File: src/rtl/mem_ctrl_pkg.sv
// Shared widths, cnf codes and controller state encoding for mem_ctrl.
package mem_ctrl_pkg;

  localparam int unsigned MemAddrW = 32;
  localparam int unsigned MemDataW = 32;
  localparam int unsigned InstW    = 32;
  localparam int unsigned RegAddrW = 5;

  localparam logic [1:0] CnfNone = 2'd0;
  localparam logic [1:0] CnfB    = 2'd1;
  localparam logic [1:0] CnfH    = 2'd2;
  localparam logic [1:0] CnfW    = 2'd3;

  typedef enum logic [2:0] {
    StIdle,
    StMrd,
    StMwr,
    StIrd,
    StMdone,
    StIdone
  } state_e;

  // Index of the final byte of an access; the W code means four bytes, not three.
  function automatic logic [1:0] last_idx(input logic [1:0] cnf);
    return (cnf == CnfW) ? 2'd3 : cnf - 2'd1;
  endfunction

endpackage

File: src/rtl/mem_ctrl.sv
// Serialises MEM loads/stores and IF fetches onto a byte-wide RAM, one byte per cycle,
// assembling little-endian results and signalling completion with one-cycle pulses.
module mem_ctrl
  import mem_ctrl_pkg::*;
(
  input  logic                clk,
  input  logic                rst,
  input  logic [MemAddrW-1:0] addr_mem,
  input  logic                wr_mem,
  input  logic [MemDataW-1:0] data_mem,
  input  logic [1:0]          cnf_mem,
  input  logic [RegAddrW-1:0] wd_mem,
  input  logic                wreg_mem,
  input  logic                signed_mem,
  output logic                addr_needed,
  output logic                mem_working,
  output logic                mem_available,
  output logic [InstW-1:0]    data_in,
  output logic [RegAddrW-1:0] wd_back,
  output logic                wreg_back,
  output logic                signed_back,
  output logic [1:0]          cnf_back,
  input  logic                if_req,
  input  logic [MemAddrW-1:0] if_addr,
  input  logic                if_flush,
  output logic [InstW-1:0]    inst_o,
  output logic                inst_valid,
  input  logic [7:0]          mem_din,
  output logic [MemAddrW-1:0] mem_a,
  output logic [7:0]          mem_dout,
  output logic                mem_wr
);

  state_e              state;
  logic [1:0]          cnt_q, cnt_inc, last_q, rd_lane_q, cnf_q;
  logic                issuing_q, rd_pend_q, wreg_q, signed_q;
  logic [MemDataW-1:0] st_data_q;
  logic [InstW-1:0]    asm_q, asm_nx;
  logic [RegAddrW-1:0] wd_q;

  assign cnt_inc     = cnt_q + 2'd1;
  assign addr_needed = !rst && (state == StIdle || state == StMdone || state == StIdone);
  assign mem_working = (state == StMrd) || (state == StMwr);

  // RAM data arrives one cycle after its address; rd_lane_q remembers which lane it belongs to.
  always_comb begin
    asm_nx = asm_q;
    asm_nx[{rd_lane_q, 3'b000} +: 8] = mem_din;
  end

  always_ff @(posedge clk) begin
    if (rst) begin
      state         <= StIdle;
      cnt_q         <= 2'd0;
      last_q        <= 2'd0;
      rd_lane_q     <= 2'd0;
      issuing_q     <= 1'b0;
      rd_pend_q     <= 1'b0;
      st_data_q     <= '0;
      asm_q         <= '0;
      wd_q          <= '0;
      wreg_q        <= 1'b0;
      signed_q      <= 1'b0;
      cnf_q         <= CnfNone;
      mem_a         <= '0;
      mem_dout      <= 8'd0;
      mem_wr        <= 1'b0;
      mem_available <= 1'b0;
      data_in       <= '0;
      wd_back       <= '0;
      wreg_back     <= 1'b0;
      signed_back   <= 1'b0;
      cnf_back      <= CnfNone;
      inst_valid    <= 1'b0;
      inst_o        <= '0;
    end else begin
      mem_available <= 1'b0;
      data_in       <= '0;
      wd_back       <= '0;
      wreg_back     <= 1'b0;
      signed_back   <= 1'b0;
      cnf_back      <= CnfNone;
      inst_valid    <= 1'b0;
      inst_o        <= '0;
      unique case (state)
        StMrd, StIrd: begin
          if (state == StIrd && if_flush) begin
            state     <= StIdle;
            issuing_q <= 1'b0;
            rd_pend_q <= 1'b0;
          end else begin
            rd_pend_q <= issuing_q;
            if (issuing_q) begin
              rd_lane_q <= cnt_q;
              if (cnt_q == last_q) begin
                issuing_q <= 1'b0;
              end else begin
                cnt_q <= cnt_inc;
                mem_a <= mem_a + 32'd1;
              end
            end
            if (rd_pend_q) begin
              asm_q <= asm_nx;
              if (rd_lane_q == last_q) begin
                if (state == StIrd) begin
                  state      <= StIdone;
                  inst_valid <= 1'b1;
                  inst_o     <= asm_nx;
                end else begin
                  state         <= StMdone;
                  mem_available <= 1'b1;
                  data_in       <= asm_nx;
                  wd_back       <= wd_q;
                  wreg_back     <= wreg_q;
                  signed_back   <= signed_q;
                  cnf_back      <= cnf_q;
                end
              end
            end
          end
        end
        StMwr: begin
          if (cnt_q == last_q) begin
            state         <= StMdone;
            mem_wr        <= 1'b0;
            mem_available <= 1'b1;
            wd_back       <= wd_q;
            wreg_back     <= wreg_q;
            signed_back   <= signed_q;
            cnf_back      <= cnf_q;
          end else begin
            cnt_q    <= cnt_inc;
            mem_a    <= mem_a + 32'd1;
            mem_dout <= st_data_q[{cnt_inc, 3'b000} +: 8];
          end
        end
        StIdle, StMdone, StIdone: begin
          if (cnf_mem != CnfNone) begin
            mem_a     <= addr_mem;
            cnt_q     <= 2'd0;
            last_q    <= last_idx(cnf_mem);
            cnf_q     <= cnf_mem;
            wd_q      <= wd_mem;
            wreg_q    <= wreg_mem;
            signed_q  <= signed_mem;
            st_data_q <= data_mem;
            asm_q     <= '0;
            rd_pend_q <= 1'b0;
            if (wr_mem) begin
              state     <= StMwr;
              mem_wr    <= 1'b1;
              mem_dout  <= data_mem[7:0];
              issuing_q <= 1'b0;
            end else begin
              state     <= StMrd;
              mem_wr    <= 1'b0;
              issuing_q <= 1'b1;
            end
          end else if (if_req && !if_flush) begin
            state     <= StIrd;
            mem_a     <= if_addr;
            cnt_q     <= 2'd0;
            last_q    <= 2'd3;
            asm_q     <= '0;
            issuing_q <= 1'b1;
            rd_pend_q <= 1'b0;
          end else begin
            state <= StIdle;
          end
        end
        default: state <= StIdle;
      endcase
    end
  end

endmodule

File: config.mk
export PLATFORM = sky130hd
export DESIGN_NAME = mem_ctrl
export DESIGN_NICKNAME = d
export VERILOG_FILES = /design/src/rtl/mem_ctrl_pkg.sv /design/src/rtl/mem_ctrl.sv
export SDC_FILE = /design/constraint.sdc
export NUM_CORES = 1
export LEC_CHECK = 0
export ABC_AREA = 0
export BUFFER_PORTS_ARGS = -buffer_cell sky130_fd_sc_hd__buf_2
export CAP_MARGIN = 10
export CORE_ASPECT_RATIO = 1.5
export CORE_MARGIN = 5
export CORE_UTILIZATION = 40
export DETAILED_ROUTE_END_ITERATION = 10
export MAX_ROUTING_LAYER = met4
export PLACE_DENSITY = 0.63
export SYNTH_ARGS = -nofsm -noshare
export SYNTH_HDL_FRONTEND = slang
export SYNTH_SLANG_ARGS = --single-unit
File: constraint.sdc
create_clock -name clk -period 3.76 [get_ports clk]
set_input_delay 0.564 -clock clk [delete_from_list [all_inputs] [get_ports clk]]
set_output_delay 0.564 -clock clk [all_outputs]
set_load 0.02 [all_outputs]
==> results.md <==
- Peak VDD IR: 0.349 mV
- Sequential share of power: between 40% and 50%
- CTS tree: yes
- Fin worst setup slack: 1.10 ns
- Average cell area after synthesis: roughly 8.5 um2
- Root Driver: clkbuf_16
- DR vias/cell: between 5 and 6
- CP peak stage delay: roughly 0.64 ns
- Combinational share of power: about 28%
- Status: complete, no violations
- Tot Pwr: approximately 0.0064 W
- Post-synth EDFFs: 0
- Post-DP HPWL: approximately 17 mm
- Ys flop type: dfxtp_1
- Final wirelength: 23.9 mm
- Post-route ant nets: 0
- RSZ-0062 raised after global routing: no
- Sequential fraction of the synthesis area: approximately 46%
- Worst min path class: in -> reg
- Pin count of the biggest net entering global routing: 75
- Crit end category: output pin
- Max-Slew Margin vs Limit: 46.7%
- Mapped Nets: ~1200
- Inserted Clock Buffers: 17
- Area growth, synth to finish: 22.1%
- Post-synth ARST share: 0%
- Global-route wire length before repair: between 30 and 40 mm
- XOR/XNOR Fraction of Synth Area: less than 1%
- Dpl ws: 0.907 ns
- Final-stage net count: about 1400
- Clk pwr share: approximately 31%
- DRC viols: 0
- Diodes inserted: 0
- Starting Density: about two fifths
- Max Freq: between 0.3 and 0.4 GHz
- Initial antenna violation count: 0
- Fillers: roughly 2200
- CP delay by family, top: simple AND/OR/NAND/NOR gates
- Synth Instances: a little over 1000
- Post-Synth Adder-Cell Area: approximately 1.1%
- Worst skew pair latency: 0.44 ns
- Worst Path Max Fanout: 13
- Clock Skews: around 0.012 ns
- CP max stage cell: dfxtp_1
- Int Pwr: around 0.0041 W
- Multi-input gate area: between 4000 and 5000 um2
- Clk sinks: 200
- Compound-Gate Fraction of Synth Area: 16.6%
- WP data required: approximately 3.2 ns
- Period utilization: between 70% and 80%
- Bufs and invs on worst path: 1
- First-pass iteration count of the detailed router: 4
- Core Box Area: around 22000 um2
- Final setup vio count: 0
- PostCTS Resize Cnt: 0
- Overall Global Routing Usage: 19.4%
- Synth Cell Area: between 8000 and 9000 um2
- H-Tree Depth: 4
- Number of register bits inferred by synthesis: 200
- Worst slew pin tran: 0.800 ns
- Hold WS: between 0.3 and 0.4 ns
- Die Width: 131 um
- Leak: between 4 and 5 nW
- Maxcap violations: 0
- Vias in the first global route: 7437
- Startpoint Class: register
- Largest family of logic cells by synthesized area: simple AND/OR/NAND/NOR gates
- Gpl congestion: ~0.86
- Fin area: between 10000 and 15000 um2
- Share of post-route cells with drive strength above 1: 25.8%
- Post-CTS Hold Fix Bufs: 0
- Pwr Density: 597 nW/um2
- Ys Warns: 0
- Area after DPL: 10100 um2
- WL/cell: between 15 and 20 um
- Vias: between 7000 and 8000
- Worst Path Arrival: 2.09 ns
- Die area: 25100 um2
- Setup bufs post-CTS: 0
- DR iter-0 viols: between 500 and 600
- Mux cell area share after synthesis: around 6.1%
- Endpoints failing hold: 0
- Storage element area: 4000 um2
- Synth Area in Simple Gates: roughly a quarter
- Ports: between 200 and 250
- # rows: 66
- WS Path Type: reg -> out
- Clk pin slew, worst setup/hold paths: roughly 0.07 ns
- Remaining global-route overflow: 0
- Critical-path cell list: nand2b_1, nand2_2, nor2_1, buf_2
- Synth cell types: 69
- Fin. max-slew vios: 0
- Max clock buf depth: 2
- Switch Pwr: 0.00229 W
- Switching Share: between 30% and 40%
- Fin crit period: between 2 and 3 ns
- Chip height: about 190 um
- Setup TNS: 0 ns
- Input/output buffers: approximately 240
-- placed cells by master, fill, tap and decap left out, drive strengths merged, types with 10 or more instances in the layout --
master	count
dfxtp	200
a31oi	10
a21oi	150
clkbuf	20
mux2i	30
inv	16
nor2	104
and2	14
nor2b	36
nand2	164
buf	251
nand4	12
nand3	14
o21ai	38
nor3	19
or3	37
-- cells in the mapped netlist, types with 5 or more instances --
cell type | instances | share of area (%)
and4_1 | 8 | 0.80
dfxtp_1 | 200 | 46
nor3_1 | 18 | 1.0
or3_1 | 37 | 2.6
a211oi_1 | 7 | 0.60
o21ai_0 | 31 | 1.8
nor2_1 | 104 | 4.4
and3_1 | 7 | 0.50
nor2b_1 | 35 | 2.5
buf_2 | 29 | 1.7
clkbuf_1 | 40 | 1.7
mux4_2 | 8 | 2.1
nand4_1 | 9 | 0.64
a21oi_1 | 149 | 8.5
o21ai_1 | 7 | 0.40
a31oi_1 | 10 | 0.71
a311oi_1 | 8 | 0.80
inv_1 | 12 | 0.51
mux2_2 | 5 | 0.64
nand2b_1 | 6 | 0.43
and2_1 | 14 | 1.0
ha_1 | 8 | 1.1
a21o_1 | 5 | 0.43
nand3_1 | 13 | 0.74
mux2i_1 | 30 | 3.4
nand2_1 | 164 | 7.0
-- worst paths after layout --
path,startpoint,cells after the start,endpoint,slack (ns)
worst max register to register,state[2],6,mem_a[31],1.11
worst min register to register,asm_q[14],2,asm_q[14],0.45
worst max-delay path,state[2],4,addr_needed,1.10
worst min-delay path,data_mem[25],3,st_data_q[25],0.36
-- power by group through the flow --
stage	logic [W]	clock network (W)	registers (W)
after floorplan	0.00117	0	0.00276
after global placement	0.00181	0	0.00267
after detailed placement	0.00183	0	0.00267
after CTS	0.00184	0.00200	0.00262
after global routing	0.00202	0.00207	0.00267
final	0.00182	0.00195	0.00263
-- flip-flops by register name, indices dropped and copies added, names as in the netlist, 2 cells and up --
signal,flops
st_data_q,32
asm_q,32
mem_a,32
state,3
data_in,32
wd_q,5
cnf_back,2
last_q,2
mem_dout,8
wd_back,5
rd_lane_q,2
inst_o,32
cnf_q,2
cnt_q,2
-- cell families (layout without fill, tap and decap cells) --
| logic type | after synthesis | after routing |
|---|---|---|
| buffers and inverters | 92 | 296 |
| DFF | 200 | 200 |
| AOI/OAI and AO/OA | 249 | 249 |
| xor gates and xnor gates | 4 | 4 |
| muxes | 43 | 43 |
| adders and majority gates | 8 | 8 |
| and+or+nand+nor | 442 | 442 |
-- per-stage QoR --
stage / instances / utilization [%]
finish: 1514 / 49.5
floorplan: 1038 / -
detailed placement: 1482 / 46.6
CTS: 1514 / 49.5
global route: 1514 / 49.5
global placement: 1482 / 46.6
-- final cells by class --
| cell class | instances | share of cell area, % |
|---|---|---|
| clock inverters | 12 | 1.54 |
| inverters | 13 | 0.455 |
| well taps | 272 | 3.18 |
| repair buffers | 251 | 12.2 |
| multi-input cells | 746 | 40.9 |
| clock buffers | 20 | 4.36 |
| flip-flops and latches | 200 | 37.4 |
-- metal layers --
layer  track usage, %  share of wire, %  wire length, um
met1             22.1                40             9590
met2             33.7                52            12500
met3             3.69               5.2             1240
met4             6.45               2.4              576
met5                -                 0                0
-- worst min-delay path, cell delays in order --
cell and delay (ns):
buf_2 0.09, nand2_1 0.04, a21oi_1 0.05
Power figures use the tool's default switching activity.
